==> src/rtl/switch_debounce_sync.sv <==
// Slide-switch front end: 2-flop synchroniser, per-bit debounce,
// rise/fall pulses and the two packed input-port words.
module switch_debounce_sync #(
    parameter int N_SW            = 10,
    parameter int DEBOUNCE_CYCLES = 50000,
    parameter int CNT_W           = 16
) (
    input  logic            clk,
    input  logic            reset,
    input  logic [N_SW-1:0] sw_raw,
    output logic [N_SW-1:0] sw_stable,
    output logic [N_SW-1:0] sw_rise,
    output logic [N_SW-1:0] sw_fall,
    output logic            sw_changed,
    output logic [31:0]     in_word0,
    output logic [31:0]     in_word1
);

    localparam logic [CNT_W-1:0] CNT_MAX = CNT_W'(DEBOUNCE_CYCLES - 1);

    logic [N_SW-1:0]  sync1_q;
    logic [N_SW-1:0]  sync2_q;
    logic [N_SW-1:0]  stable_q;
    logic [N_SW-1:0]  stable_d;
    logic [N_SW-1:0]  rise_q;
    logic [N_SW-1:0]  rise_d;
    logic [N_SW-1:0]  fall_q;
    logic [N_SW-1:0]  fall_d;
    logic             changed_q;
    logic [CNT_W-1:0] cnt_q [N_SW];
    logic [CNT_W-1:0] cnt_d [N_SW];

    // Counter only runs while the synchronised level disagrees with
    // the accepted one; any agreement discards the partial count.
    always_comb begin
        stable_d = stable_q;
        rise_d   = '0;
        fall_d   = '0;
        for (int i = 0; i < N_SW; i++) begin
            cnt_d[i] = '0;
            if (sync2_q[i] != stable_q[i]) begin
                if (cnt_q[i] == CNT_MAX) begin
                    stable_d[i] = sync2_q[i];
                    rise_d[i]   = sync2_q[i];
                    fall_d[i]   = ~sync2_q[i];
                end else begin
                    cnt_d[i] = cnt_q[i] + CNT_W'(1);
                end
            end
        end
    end

    always_ff @(posedge clk) begin
        if (reset) begin
            sync1_q   <= '0;
            sync2_q   <= '0;
            stable_q  <= '0;
            rise_q    <= '0;
            fall_q    <= '0;
            changed_q <= 1'b0;
            for (int i = 0; i < N_SW; i++) begin
                cnt_q[i] <= '0;
            end
        end else begin
            sync1_q   <= sw_raw;
            sync2_q   <= sync1_q;
            stable_q  <= stable_d;
            rise_q    <= rise_d;
            fall_q    <= fall_d;
            changed_q <= |(rise_d | fall_d);
            for (int i = 0; i < N_SW; i++) begin
                cnt_q[i] <= cnt_d[i];
            end
        end
    end

    assign sw_stable  = stable_q;
    assign sw_rise    = rise_q;
    assign sw_fall    = fall_q;
    assign sw_changed = changed_q;
    assign in_word0   = {27'd0, stable_q[9:5]};
    assign in_word1   = {27'd0, stable_q[4:0]};

endmodule

==> config.mk <==
export PLATFORM = sky130hd
export DESIGN_NAME = switch_debounce_sync
export DESIGN_NICKNAME = d
export VERILOG_FILES = /design/src/rtl/switch_debounce_sync.sv
export SDC_FILE = /design/constraint.sdc
export NUM_CORES = 1
export LEC_CHECK = 0
export BUFFER_PORTS_ARGS = -buffer_cell sky130_fd_sc_hd__clkbuf_2
export CELL_PAD_IN_SITES_DETAIL_PLACEMENT = 0
export CELL_PAD_IN_SITES_GLOBAL_PLACEMENT = 1
export CORE_ASPECT_RATIO = 1.5
export CORE_UTILIZATION = 48
export CTS_CLUSTER_SIZE = 20
export DETAILED_ROUTE_END_ITERATION = 10
export GPL_TIMING_DRIVEN = 0
export MAX_ROUTING_LAYER = met4
export PLACE_DENSITY = 0.92
export SETUP_SLACK_MARGIN = 0.05
export SYNTH_ARGS = -nofsm -noshare
export SYNTH_HDL_FRONTEND = slang
export SYNTH_SLANG_ARGS = --single-unit
export TNS_END_PERCENT = 20
==> constraint.sdc <==
create_clock -name clk -period 5.3 [get_ports clk]
set_input_delay 0.53 -clock clk [delete_from_list [all_inputs] [get_ports clk]]
set_output_delay 0.53 -clock clk [all_outputs]
set_load 0.05 [all_outputs]
Word-level counts from Yosys, hierarchy flattened
Memories as Yosys holds them, arrays and structs flattened.
Cells that the tools add are included.
{"block": "word_totals", "mem_count": 1, "regBits": 51, "mem_bits_rw": 160, "inputBits": 12}
{"block": "op_classes", "bitwise": 21, "eq_ne": 20, "n_addsub": 10, "mux": 73, "n_reduce_logical": 11}
{"name": "cnt_q", "words": 10, "width": 16, "rd": 10, "rd_clocked_by_memory_dff": 0, "wr": 10, "line": "30", "source": "logic [CNT_W-1:0] cnt_q [N_SW];"}
{"cell": "$mux 16", "count": 30}
{"cell": "$add 16x1->16 const B", "count": 10}
{"cell": "$eq 16x16->1 const B", "count": 10}
{"cell": "$mux 1", "count": 43}
{"cell": "$reduce_and 2->1", "count": 10}
{"cell": "$ne 1x1->1", "count": 10}
{"cell": "$not 1->1", "count": 10}
{"cell": "$or 1x1->1", "count": 10}
{"cell": "$or 10x10->10", "count": 1}
{"cell": "$reduce_or 10->1", "count": 1}

Longest topological paths before layout
An unclocked memory read counts as a cell.
{"block": "logic_depth", "ltp_word": 6, "ltp_mapped": 8, "ltp_nobuf": 6}

Least setup slack after synthesis
No wires, ideal clock.
{"block": "synth_timing", "path_type": "flip-flop to flip-flop", "start": "memory cnt_q[1][0]", "end": "memory cnt_q[1][10]", "path_stages_with_launch": 9, "arrival_time_ns": 1.748, "path_slack_ns": 3.435, "setup_ns": 0.117, "t_required_ns": 5.183, "path_cell_list": "dfxtp_1 ha_1 and3_1 nand4_1 or4_1 clkbuf_1 nand2_1 buf_2 nor2_1"}
{"item": "start, declared", "line": "30"}

==> flow_summary_export.csv <==
group,metric,value,unit
clocking,cts_tree,"done",
sta,max_freq,0.455,GHz
critical_path,r2r_setup_slack,3.10,ns
global_routing,grt_pass1_vias,6371,
clocking,cts_buffer_depth,3,
die,row_count,61,
die,io_pins,107,
placed_design,globalplace.congestion,0.823,
critical_path,path_delay_family,"simple AND/OR/NAND/NOR gates",
clocking,holdBufCountCts,0,
cells_and_area,area_growth,16.2,%
clocking,cts.htree.levels,1,
yosys,ys_ff_latch,211,
critical_path,cp_slowest_cell,"or4_1",
die,start_util,48.7,%
sta,slew_headroom,50.5,%
drt,routed_wl,16.5,mm
die,dieArea,19300,um^2
power_and_ir_drop,peakVddDrop,229,uV
critical_path,cp_num_buf_inv,2,
sta,post-route-period-util,41.5,%
global_routing,grt_usage,18.1,%
clocking,clkLatencyLatePin,0.50,ns
die,core_area,18500,um^2
power_and_ir_drop,p_seq_share,49.8,%
clocking,clkTransAtPathRegs,0.06,ns
placed_design,dp_hpwl,11.9,mm
hold_path,hp-class,"primary input to flop",
sta,fin_crit,2.20,ns
yosys,synthDistinctLibCells,41,
drt,ant_nets,0,
critical_path,cp_max_fo,10,
cells_and_area,final_common_cell,"dfxtp_1",
critical_path,crit_type,"flop to flop",
cells_and_area,diodes,0,
critical_path,cp-endpoint,"cnt_q[1][9]",
run_status,outcome,"finished, final reports clean",
die,die_h,170,um
critical_path,path_cells,"ha_1 -> and3_1 -> nand4_1 -> or4_1 -> clkbuf_1 -> nand2_1 -> buf_2 -> nor2_1",
global_routing,grt_max_degree,16,
critical_path,cpPeakStageDelay,0.40,ns
critical_path,r2r-start,"cnt_q[1][0]",
global_routing,grt-ovfl-total,0,
sta,worst_slew_pin_slew,0.724,ns
placed_design,numPortBuffers,52,
drt,firstDrtPassIters,4,
sta,tns,0,ns
sta,holdWs,0.243,ns
power_and_ir_drop,power.leakage,3.85,nW
global_routing,antenna_found_initial,0,
cells_and_area,drive_above_1_share,14.3,%
drt,dr_total_vias,6740,
power_and_ir_drop,p_switching,0.740,mW
sta,drv_slew,0,
cells_and_area,nFillCells,1706,
run,drv_cap,0,
power_and_ir_drop,switching_share,23.0,%
yosys,seq_area_frac_synth,46.9,%
clocking,cts_root_buf,"clkbuf_16",
yosys,syn_avg_cell_area,9.10,um^2
cells_and_area,fin_nets,1139,
power_and_ir_drop,internal-power,2.47,mW
critical_path,timing.rr.end,"cnt_q[1][9]",
drt,drtIter0Drc,319,
sta,setup_violations,0,
power_and_ir_drop,powerDensity,307,nW/um^2
critical_path,start_kind,"flop",
clocking,ctsResizeCount,0,
drt,avgRoutedWirePerCell,12.0,um
critical_path,end_kind,"flop",
yosys,yosys_warnings,0,
cells_and_area,layout_common_cells,"dfxtp_1 (211), nor2_1 (198), xnor2_1 (80)",
critical_path,startpoint,"cnt_q[1][0]",
yosys,synthCells,989,
die,die_x,114,um
drt,drc,0,
clocking,numCtsBuffers,21,
sta,hold_viol_final,0,
global_routing,grt_pass1_wl,28.3,mm
clocking,cts_setup_buffers,0,
drt,via_per_inst,4.87,
power_and_ir_drop,p_comb_share,4.8,%
power_and_ir_drop,power_frac_clock,45.4,%
sta,fin_worst_skew,0.0165,ns
clocking,clkSinkCount,211,
sta,rsz0062_at_grt,"false",
critical_path,reg2regPathDepth,8,
critical_path,worstPathArrival,2.59,ns
yosys,netlist_area,9000,um^2
critical_path,crit_cells,8,
critical_path,required,5.69,ns
[Yosys cell counts, drive strengths merged]
cell type | instances | area, um^2
nor4 | 8 | 56.3
or4 | 5 | 37.5
nor3b | 3 | 22.5
o22ai | 2 | 12.5
inv | 15 | 56.3
and3b | 6 | 52.6
nand4b | 6 | 52.6
nand4 | 33 | 206
buf | 69 | 508
a2111oi | 1 | 8.76
and4b | 1 | 10.0
nor4bb | 8 | 80.1
a21oi | 7 | 35.0
a31oi | 1 | 6.26
nand4bb | 1 | 11.3
and4 | 11 | 96.3
and2 | 5 | 31.3
conb | 1 | 3.75
mux2i | 10 | 100
nor2 | 198 | 743
nor4b | 20 | 175
xor2 | 63 | 552
o22a | 1 | 8.76
or3 | 12 | 75.1
xnor2 | 80 | 701
nor3 | 21 | 105
and3 | 28 | 175
clkbuf | 18 | 70.1
nand3 | 50 | 250
nand2 | 49 | 186
nor2b | 25 | 156
o21ai | 7 | 35.0
nand2b | 1 | 6.26
dfxtp | 211 | 4220
or4bb | 1 | 11.3
or4b | 1 | 10.0
ha | 10 | 125
[flip-flops by register name, summed over array words and instances (netlist names)]
register and count:
sync1_q 10, sw_fall 10, cnt_q 160, sw_rise 10, sync2_q 10, sw_stable 10
sw_changed 1
[through the flow]
stage	total power, mW	setup WS [ns]	area [um^2]	util (%)	std cells
2_1_floorplan	1.77	3.43	9200	-	1042
3_3_place_gp	1.79	2.86	9770	52.9	1346
3_5_place_dp	1.79	2.85	9770	52.9	1346
4_1_cts	3.25	3.09	10500	56.6	1383
5_1_grt	3.33	2.94	10500	56.6	1383
6_report	3.21	3.10	10500	56.6	1383
[area by class of cell]
class / instances / area (um^2) / share of cell area (%)
multi-input cells: 729 / 4340 / 41.5
flip-flops and latches: 211 / 4220 / 40.4
clock buffers: 26 / 584 / 5.59
plain buffers: 87 / 578 / 5.53
well taps: 252 / 315 / 3.02
repair buffers: 52 / 260 / 2.49
clock inverters: 11 / 97.6 / 0.934
inverters: 15 / 56.3 / 0.539
[kinds of logic after synthesis]
kind of cell,count (synthesis),synth area share [%]
muxes,10,1.11
DFF,211,46.9
xor gates and xnor gates,143,13.9
buffers and inverters,102,7.05
and+or+nand+nor,493,28.4
other,1,0.0417
adders and majority gates,10,1.39
AOI/OAI and AO/OA,19,1.18
[power groups by stage]
stage / registers [mW] / clock network, mW / logic (mW)
floorplan: 1.63 / 0 / 0.139
global placement: 1.64 / 0 / 0.153
CTS: 1.60 / 1.49 / 0.154
detailed placement: 1.64 / 0 / 0.153
finish: 1.60 / 1.46 / 0.154
global route: 1.60 / 1.57 / 0.163
[worst min path at each step]
stage,cells past startpoint,start,end
6_report,2,sw_raw[0],sync1_q[0]
5_1_grt,2,sw_raw[8],sync1_q[8]
4_1_cts,2,sw_raw[0],sync1_q[0]
3_5_place_dp,1,sync1_q[9],sync2_q[9]
3_3_place_gp,1,sync1_q[9],sync2_q[9]
2_1_floorplan,1,cnt_q[8][0],cnt_q[8][0]
[metal layers]
metal,GRT usage [%],wire [um],up-vias
met3,2.79,896,24
met5,-,0,-
met4,6.04,350,0
met2,32.5,8180,150
met1,20.2,7110,3112
li1,-,-,3454
No activity file was read; power rests on OpenSTA's default activity.
